File: src/rtl/stopwatch_pkg.sv
// Shared types and constants for the stopwatch sample path: scheduler FSM
// encoding, default clock rate and Stash fill-counter width.
`default_nettype none

package stopwatch_pkg;

    typedef enum logic [1:0] {
        ST_IDLE    = 2'd0,
        ST_FIRE    = 2'd1,
        ST_HOLDOFF = 2'd2
    } sched_state_t;

    localparam int c_CLK_FREQ_DEFAULT = 100_000_000;
    localparam int c_STASH_DEPTH      = 5;
    localparam int c_FILL_W           = $clog2(c_STASH_DEPTH + 1);

    // Counter width able to hold 0..n-1, never narrower than one bit.
    function automatic int cnt_width(input int n);
        return (n > 1) ? $clog2(n) : 1;
    endfunction

endpackage

`default_nettype wire

File: src/rtl/sample_interval_timer.sv
// Periodic auto-sample timebase: 1-second prescaler plus seconds counter that
// pauses while disabled and pulses o_tick combinationally on the final second.
`default_nettype none

module sample_interval_timer
    import stopwatch_pkg::*;
#(
    parameter int CLK_FREQ   = c_CLK_FREQ_DEFAULT,
    parameter int PERIOD_SEC = 10
) (
    input  logic clk,
    input  logic reset_n,
    input  logic i_enable,
    input  logic i_clear,
    output logic o_tick
);

    localparam int c_PW = cnt_width(CLK_FREQ);
    localparam int c_SW = cnt_width(PERIOD_SEC);
    localparam logic [c_PW-1:0] c_PRE_MAX = c_PW'(CLK_FREQ - 1);
    localparam logic [c_SW-1:0] c_SEC_MAX = c_SW'(PERIOD_SEC - 1);

    logic [c_PW-1:0] r_pre;
    logic [c_SW-1:0] r_sec;
    logic            w_pre_wrap;
    logic            w_sec_wrap;

    assign w_pre_wrap = i_enable & (r_pre == c_PRE_MAX);
    assign w_sec_wrap = (r_sec == c_SEC_MAX);
    assign o_tick     = ~i_clear & w_pre_wrap & w_sec_wrap;

    always_ff @(posedge clk or negedge reset_n) begin
        if (!reset_n) begin
            r_pre <= '0;
            r_sec <= '0;
        end else if (i_clear) begin
            r_pre <= '0;
            r_sec <= '0;
        end else if (i_enable) begin
            if (w_pre_wrap) begin
                r_pre <= '0;
                r_sec <= w_sec_wrap ? '0 : r_sec + 1'b1;
            end else begin
                r_pre <= r_pre + 1'b1;
            end
        end
    end

endmodule

`default_nettype wire

File: src/rtl/sample_scheduler.sv
// Stash write sequencer: merges manual and periodic requests into single write
// pulses with holdoff, tracks fill level and drops. Option: SAMPLE_SCHED_WRAP_EN.
`default_nettype none

module sample_scheduler
    import stopwatch_pkg::*;
#(
    parameter int CLK_FREQ       = c_CLK_FREQ_DEFAULT,
    parameter int PERIOD_SEC     = 10,
    parameter int HOLDOFF_CYCLES = 16,
    parameter int DEPTH          = c_STASH_DEPTH
) (
    input  logic                clk,
    input  logic                reset_n,
    input  logic                count_enabled,
    input  logic                init_regs,
    input  logic                manual_sample,
    input  logic                auto_en,
    output logic                sample_in_valid,
    output logic [c_FILL_W-1:0] fill_count,
    output logic                stash_full,
    output logic [7:0]          drop_cnt,
    output logic                busy
);

    localparam int c_HW = cnt_width(HOLDOFF_CYCLES);
    localparam logic [c_HW-1:0]     c_HOLD_MAX = c_HW'(HOLDOFF_CYCLES - 1);
    localparam logic [c_FILL_W-1:0] c_DEPTH_F  = c_FILL_W'(DEPTH);

    sched_state_t          r_state;
    logic                  r_manual_prev;
    logic                  r_pend_man;
    logic                  r_pend_auto;
    logic [c_HW-1:0]       r_hold;
    logic                  r_valid;
    logic                  r_busy;
    logic [c_FILL_W-1:0]   r_fill;
    logic [7:0]            r_drop;

    logic w_man_req;
    logic w_auto_req;
    logic w_req;
    logic w_hold_done;
    logic w_pending_any;
    logic w_full;
    logic w_reject;
    logic w_decide;
    logic w_fire;
    logic w_drop;

    sample_interval_timer #(
        .CLK_FREQ   (CLK_FREQ),
        .PERIOD_SEC (PERIOD_SEC)
    ) u_timer (
        .clk      (clk),
        .reset_n  (reset_n),
        .i_enable (count_enabled & auto_en),
        .i_clear  (init_regs),
        .o_tick   (w_auto_req)
    );

    assign w_man_req     = manual_sample & ~r_manual_prev;
    assign w_req         = w_man_req | w_auto_req;
    assign w_hold_done   = (r_hold == c_HOLD_MAX);
    // Zeroing the stopwatch discards anything queued behind the current pulse.
    assign w_pending_any = ~init_regs & (r_pend_man | r_pend_auto | w_req);
    assign w_full        = (r_fill == c_DEPTH_F);

`ifdef SAMPLE_SCHED_WRAP_EN
    assign w_reject = 1'b0;
`else
    assign w_reject = w_full;
`endif

    assign w_decide = ((r_state == ST_IDLE) && w_req) ||
                      ((r_state == ST_HOLDOFF) && w_hold_done && w_pending_any);
    assign w_fire   = w_decide & ~w_reject;
    assign w_drop   = w_decide & w_reject;

    always_ff @(posedge clk or negedge reset_n) begin
        if (!reset_n) begin
            r_state       <= ST_IDLE;
            r_manual_prev <= 1'b0;
            r_pend_man    <= 1'b0;
            r_pend_auto   <= 1'b0;
            r_hold        <= '0;
            r_valid       <= 1'b0;
            r_busy        <= 1'b0;
            r_fill        <= '0;
            r_drop        <= '0;
        end else begin
            r_manual_prev <= manual_sample;
            r_valid       <= 1'b0;

            if (w_fire && !w_full)
                r_fill <= r_fill + 1'b1;
            if (w_drop && (r_drop != 8'hFF))
                r_drop <= r_drop + 8'd1;

            case (r_state)
                ST_IDLE: begin
                    if (w_fire) begin
                        r_state <= ST_FIRE;
                        r_valid <= 1'b1;
                        r_busy  <= 1'b1;
                    end
                end
                ST_FIRE: begin
                    r_state <= ST_HOLDOFF;
                    r_hold  <= '0;
                    if (init_regs) begin
                        r_pend_man  <= 1'b0;
                        r_pend_auto <= 1'b0;
                    end else begin
                        r_pend_man  <= r_pend_man  | w_man_req;
                        r_pend_auto <= r_pend_auto | w_auto_req;
                    end
                end
                ST_HOLDOFF: begin
                    if (w_hold_done) begin
                        r_pend_man  <= 1'b0;
                        r_pend_auto <= 1'b0;
                        if (w_fire) begin
                            r_state <= ST_FIRE;
                            r_valid <= 1'b1;
                        end else begin
                            r_state <= ST_IDLE;
                            r_busy  <= 1'b0;
                        end
                    end else begin
                        r_hold <= r_hold + 1'b1;
                        if (init_regs) begin
                            r_pend_man  <= 1'b0;
                            r_pend_auto <= 1'b0;
                        end else begin
                            r_pend_man  <= r_pend_man  | w_man_req;
                            r_pend_auto <= r_pend_auto | w_auto_req;
                        end
                    end
                end
                default: begin
                    r_state <= ST_IDLE;
                    r_busy  <= 1'b0;
                end
            endcase
        end
    end

    assign sample_in_valid = r_valid;
    assign fill_count      = r_fill;
    assign stash_full      = w_full;
    assign drop_cnt        = r_drop;
    assign busy            = r_busy;

endmodule

`default_nettype wire
File: config.mk
export PLATFORM = sky130hd
export DESIGN_NAME = sample_scheduler
export DESIGN_NICKNAME = d
export VERILOG_FILES = /design/src/rtl/stopwatch_pkg.sv /design/src/rtl/sample_interval_timer.sv /design/src/rtl/sample_scheduler.sv
export SDC_FILE = /design/constraint.sdc
export NUM_CORES = 1
export LEC_CHECK = 0
export ABC_AREA = 1
export BUFFER_PORTS_ARGS = -buffer_cell sky130_fd_sc_hd__buf_4
export CORE_MARGIN = 3
export CORE_UTILIZATION = 55
export DETAILED_ROUTE_END_ITERATION = 12
export MAX_ROUTING_LAYER = met4
export PLACE_DENSITY_LB_ADDON = 0.08
export SLEW_MARGIN = 20
export SYNTH_ARGS = -nofsm -noshare
export SYNTH_HDL_FRONTEND = slang
export SYNTH_HIERARCHICAL = 1
export SYNTH_SLANG_ARGS = --single-unit
File: constraint.sdc
create_clock -name clk -period 5.45 [get_ports clk]
set_clock_uncertainty 0.05 [all_clocks]
set_input_delay 0.545 -clock clk [delete_from_list [all_inputs] [get_ports clk]]
set_output_delay 0.545 -clock clk [all_outputs]
set_load 0.02 [all_outputs]
==> Word level (Yosys, flattened, before mapping) <==
Cells that the tools add are included.
{ "totals": {"output_inout_bits": 14, "ff_bits": 53, "input_bits": 6, "wordCells": 85} }
{ "classes": {"bitwise_logic": 17, "muxes": 26, "n_addsub": 5, "n_eq_ne": 11, "n_reduce_logical": 15} }
{ "op_table": {"columns": ["cell", "n"], "rows": [
  ["$mux W27", 3],
  ["$add A27 B1 Y27 const B", 1],
  ["$eq A27 B27 Y1 const B", 1],
  ["$mux W4", 5],
  ["$mux W1", 10],
  ["$add A4 B1 Y4 const B", 2],
  ["$add A8 B1 Y8 const B", 1],
  ["$and A1 B1 Y1", 8],
  ["$eq A4 B4 Y1 const B", 2],
  ["$ne A2 B2 Y1 const B", 4],
  ["$ne A8 B8 Y1 const B", 1],
  ["$pmux W4 S2", 1],
  ["$pmux W1 S2", 3],
  ["$pmux W2 S3", 1],
  ["$reduce_and A2 Y1", 3],
  ["$reduce_bool A2 Y1", 3],
  ["$logic_and A1 B1 Y1", 5],
  ["$or A1 B1 Y1", 5],
  ["$mux W2", 2],
  ["$not A1 Y1", 4],
  ["$reduce_and A4 Y1", 1],
  ["$add A3 B1 Y3 const B", 1],
  ["$eq A3 B3 Y1 const B", 1],
  ["$pmux W1 S3", 1],
  ["5 further kinds", 5]
]} }

==> Logic depth before layout (Yosys ltp) <==
{ "depth": {"ltp_word": 13, "depth_mapped": 18, "mapped_depth_nobuf": 18} }

==> Hierarchy <==
Netlist, hierarchy kept.
{ "by_module_without_submodules": {"columns": ["mod", "seq_area_each_um2", "cells_each", "area_per_inst_um2", "n_inst"], "rows": [
  ["sample_interval_timer", 775.7, 287, 2060.7, 1],
  ["sample_scheduler", 550.5, 132, 1196.1, 1]
]} }

==> Least setup slack after synthesis <==
OpenSTA, ideal clock, no wires.
{ "synth_path": {"kind": "input to register", "start": "input port count_enabled", "end": "register r_drop[2] (netlist: drop_cnt[2])", "cell_stages": 17, "t_required_ns": 5.269, "path_buffers": 1, "t_arrival_ns": 2.105, "setup_time_ns": 0.131, "slack_ns": 3.165, "cell_sequence": "nand2_1 > inv_1 > nand2_1 > nor2_2 > nand3_4 > nor2_4 > nand2_1 > nor2_1 > inv_1 > nand3_1 > nand3_1 > nand2_2 > nand2_2 > nor2_2 > buf_6 > nand2_4 > xnor2_2"} }
{ "synth_between": {"elab_chain_len": 11, "elab_cells_between_ends": 12, "classes_between": "bitwise: 8; reduce/logical: 4"} }
{ "synth_lines": {"columns": ["item", "line", "text"], "rows": [
  ["from (decl)", "sample_scheduler.sv:15", "input logic count_enabled,"],
  ["$and A1 B1 Y1 *", "sample_scheduler.sv:57", ".i_enable (count_enabled & auto_en),"],
  ["$and A1 B1 Y1 *", "sample_interval_timer.sv:28", "assign w_pre_wrap = i_enable & (r_pre == c_PRE_MAX);"],
  ["$and A1 B1 Y1 * (2 in a row)", "sample_interval_timer.sv:30", "assign o_tick = ~i_clear & w_pre_wrap & w_sec_wrap;"],
  ["via w_auto_req", "sample_scheduler.sv:41", "logic w_auto_req;"],
  ["$or A1 B1 Y1 *", "sample_scheduler.sv:63", "assign w_req = w_man_req | w_auto_req;"],
  ["$or A1 B1 Y1", "sample_scheduler.sv:66", "assign w_pending_any = ~init_regs & (r_pend_man | r_pend_auto | w_req);"],
  ["$and A1 B1 Y1", "sample_scheduler.sv:66", null],
  ["$logic_and A1 B1 Y1", "sample_scheduler.sv:76", "((r_state == ST_HOLDOFF) && w_hold_done && w_pending_any);"],
  ["$logic_or A1 B1 Y1 *", "sample_scheduler.sv:75", "assign w_decide = ((r_state == ST_IDLE) && w_req) ||"],
  ["$and A1 B1 Y1 *", "sample_scheduler.sv:78", "assign w_drop = w_decide & w_reject;"],
  ["$logic_and A1 B1 Y1 *", "sample_scheduler.sv:97", "if (w_drop && (r_drop != 8'hFF))"],
  ["to (signal assigned)", "sample_scheduler.sv:98", "r_drop <= r_drop + 8'd1;"],
  ["to (decl)", "sample_scheduler.sv:38", "logic [7:0] r_drop;"]
]} }
The timed path passes the listed nets; every way through them passes the cells marked *.
A chain may end at the register's enable or synchronous reset.

==> Worst setup path after layout <==
{ "layout_path": {"start": "register u_timer.r_pre[1]", "end": "register r_drop[5] (netlist: drop_cnt[5])"} }
{ "layout_between": {"elab_chain_len": 11, "elab_cells_between_ends": 12, "classes_between": "eq/ne: 1; bitwise: 7; reduce/logical: 4"} }
{ "layout_lines": {"columns": ["item", "line", "text"], "rows": [
  ["from (decl)", "sample_interval_timer.sv:23", "logic [c_PW-1:0] r_pre;"],
  ["from (signal assigned)", "sample_interval_timer.sv:44", "r_pre <= r_pre + 1'b1;"],
  ["$eq A27 B27 Y1 *", "sample_interval_timer.sv:28", null],
  ["$and A1 B1 Y1 *", "sample_interval_timer.sv:28", null],
  ["$and A1 B1 Y1 * (2 in a row)", "sample_interval_timer.sv:30", null],
  ["via w_auto_req", "sample_scheduler.sv:41", null],
  ["$or A1 B1 Y1 *", "sample_scheduler.sv:63", null],
  ["$or A1 B1 Y1", "sample_scheduler.sv:66", null],
  ["$and A1 B1 Y1", "sample_scheduler.sv:66", null],
  ["$logic_and A1 B1 Y1", "sample_scheduler.sv:76", null],
  ["$logic_or A1 B1 Y1 *", "sample_scheduler.sv:75", null],
  ["$and A1 B1 Y1 *", "sample_scheduler.sv:78", null],
  ["$logic_and A1 B1 Y1 *", "sample_scheduler.sv:97", null]
]} }
Marks and branches as above.

==> impl_metrics.tcl <==
set metrics [dict create \
    power_frac_seq_pct 48.7 \
    total_leakage_power_nw 1.67 \
    synth_top_family_by_area "simple AND/OR/NAND/NOR gates" \
    overflow 0 \
    relSlewSlack_pct 54.3 \
    grt_pass1_vias 2552 \
    switchingPower_w 0.000360 \
    synth_fa_ha_area_share_pct 4.23 \
    cts.clk_slew.worst_paths_ns 0.10 \
    ant_nets 0 \
    synth-async-reset-ratio_pct 100 \
    route.detailed.drc 0 \
    syn_area_per_cell_sq_um 7.77 \
    grt_setup_unrepaired "no" \
    timing.final.crit_share_pct 49.5 \
    clock_path_buffers 2 \
    finalMaxSlewViolations 0 \
    wl_per_cell_um 12.6 \
    vias 2649 \
    final-hold-violation-count 0 \
    dpl_cell_area_sq_um 3470 \
    setup_viol_count_final 0 \
    place_congestion 0.891 \
    htreeDepth 2 \
    synth_mux_area_share_pct 0 \
    cts_tree "built" \
    cp-start-kind "flip-flop" \
    cts.sinks 53 \
    synth-simple-area-share_pct 36.4 \
    clock_latency_ns 0.31 \
    fillerInstances 523 \
    antenna_cells 0 \
    cts_root_buffer "clkbuf_8" \
    netlist_area_sq_um 3260 \
    die_w_um 83.0 \
    cp.arrival_ns 2.86 \
    period_minus_slack_ns 2.70 \
    dp.cells 508 \
    postCtsHoldBufs 0 \
    p_comb_share_pct 29.1 \
    synth_compound_area_share_pct 5.46 \
    outcome "complete, no violations" \
    drive_above_1_share_pct 19.1 \
    die-area_sq_um 6880 \
    p_int_w 0.000653 \
    synth-xor-area-share_pct 6.07 \
    rows 27 \
    synth.top_cell.area_share_pct 40.7 \
    cp_max_fo 11 \
    synthToLayoutAreaGrowth_pct 9.10 \
    yosys_warnings 6 \
    wirelength_mm 6.49 \
    worstPathRequired_ns 5.61 \
    synth_top_cell_by_area "dfrtp_1" \
    power_per_cell_area_nw_per_um2 285 \
    p_sw_share_pct 35.5 \
    p_clk_share_pct 22.2 \
    critPathKind "flip-flop to flip-flop" \
    io_buffers 19 \
    synth_edf_count 0 \
    synth_top_flop_cell "dfrtp_1" \
    cts-buffers-inserted 5 \
    start_util_pct 58.1 \
    grt_usage_pct 21.1 \
    fp.dieH_um 83.0 \
    yosysUniqueCellTypes 35 \
    worstReg2RegEnd "drop_cnt[5]$_DFFE_PN0P_" \
    grt_max_degree 54 \
    hold_path_class "input pin to async pin" \
    dr.pass1.iters 4 \
    worstMarginPinSlew_ns 0.683 \
    fin_cells 516 \
    grt_pass1_wl_mm 11.7 \
    ir_worst_vdd_mv 0.213 \
    finish.instance_area_sq_um 3550 \
    post-cts-setup-buffer-count 0 \
    core_sq_um 5610 \
    reg2reg_depth 15 \
    io_pins 20 \
    reg2reg_slack_ns 2.75 \
    synthCells 419 \
    first_iter_violations 170 \
    hpwl_mm 4.95 \
    finalSetupTns_ns 0 \
    synthTopCellsByArea "dfrtp_1, nand2_1, inv_1, nor2_1, ha_1" \
    synth.net_count 436 \
    synth.ff_latch_count 53 \
    fin_nets 460 \
    clock.fmax_mhz 371 \
    end_kind "flip-flop" \
    antenna_found_initial 0 \
    ctsResizeCount 0 \
    cap_violations 0 \
    reg2reg_from "u_timer/r_pre[1]$_DFFE_PN0P_" \
    yosysSeqAreaShare_pct 40.7 \
    routed_via_density 5.13 \
]
-- critical path, stage by stage, from the launching register on --
cell     delay (ns)
dfrtp_1        0.39
ha_1           0.26
nand3_1        0.13
nor2_2         0.15
nand2_2        0.10
nor2_4         0.15
nand2_1        0.09
nor2_1         0.12
inv_1          0.07
nand3_1        0.08
nand3_1        0.09
nand2_2        0.09
nand2_2        0.05
nor2_2         0.49
nand2_1        0.13
xor2_1         0.17
-- cell type report --
type	count	area, sq um	area share (%)
inverters	56	210	5.92
flip-flops and latches	53	1330	37.3
well taps	72	90.1	2.54
clock buffers	6	72.6	2.04
multi-input cells	308	1700	47.8
clock inverters	2	13.8	0.387
repair buffers	19	143	4.01
-- worst max-delay path by stage --
stage,start,endpoint,slack (ns)
finish,u_timer/r_pre[1]$_DFFE_PN0P_,drop_cnt[5]$_DFFE_PN0P_,2.75
global route,u_timer/r_pre[1]$_DFFE_PN0P_,drop_cnt[5]$_DFFE_PN0P_,2.43
CTS,u_timer/r_pre[1]$_DFFE_PN0P_,drop_cnt[5]$_DFFE_PN0P_,2.76
detailed placement,count_enabled,drop_cnt[5]$_DFFE_PN0P_,2.57
global placement,count_enabled,drop_cnt[5]$_DFFE_PN0P_,2.62
floorplan,count_enabled,drop_cnt[2]$_DFFE_PN0P_,3.16
-- per-stage QoR --
stage	util [%]	hold WS [ns]	power, W	setup slack [ns]
CTS	63.4	0.239	0.00102	2.76
detailed placement	61.8	0.443	0.000800	2.57
finish	63.4	0.217	0.00101	2.75
floorplan	-	0.199	0.000695	3.16
global placement	61.8	0.442	0.000788	2.62
global route	63.4	0.253	0.00109	2.43
-- logic make-up (layout without fill, tap and decap cells) --
group,Yosys count,in the layout
and+or+nand+nor,248,248
xor gates and xnor gates,20,20
AOI/OAI and AO/OA,29,29
adders and majority gates,11,11
DFF,53,53
buffers and inverters,58,83
-- sequential cells by signal, summed over array words and instances, names as in the netlist --
signal / cells
u_timer/r_sec: 4
fill_count: 3
busy: 1
drop_cnt: 8
r_state: 2
u_timer/r_pre: 27
r_pend_auto: 1
r_manual_prev: 1
sample_in_valid: 1
r_pend_man: 1
r_hold: 4
-- synthesized netlist by cell type (7+ instances only) --
cell	n
dfrtp_1	53
ha_1	11
inv_1	46
inv_2	9
nand2_1	120
nand2_2	9
nand3_1	21
nand4_1	7
nor2_1	46
nor2_2	21
nor2_4	7
o21ai_1	8
xnor2_1	7
xor2_1	10
-- routing by layer --
layer  track usage, %  wire (um)
met2             32.6       2970
met5                -          0
met4             4.46         65
met1             29.1       3180
met3             4.27        270
-- cells in the final DEF, fill, tap and decap left out, types with 2 or more instances in the layout --
cell type    n
nand2_1    120
dfrtp_1     53
inv_1       46
nor2_1      46
nand3_1     21
nor2_2      21
buf_4       19
ha_1        11
xor2_1      10
inv_2        9
nand2_2      9
o21ai_1      8
xnor2_1      7
nor2_4       7
nand4_1      7
a21oi_1      6
o21ai_0      5
clkbuf_8     5
nor3_1       5
nand2_4      4
o22ai_1      4
nor3_2       2
xnor2_2      2
nor3b_1      2
-- power by group through the flow --
stage          sequential (W)  combinational, W  clock, W
2_1_floorplan        0.000530          0.000165         0
4_1_cts              0.000495          0.000298  0.000232
5_1_grt              0.000502          0.000335  0.000251
3_5_place_dp         0.000503          0.000298         0
3_3_place_gp         0.000499          0.000289         0
6_report             0.000493          0.000294  0.000225
No activity file was read; power rests on OpenSTA's default activity.
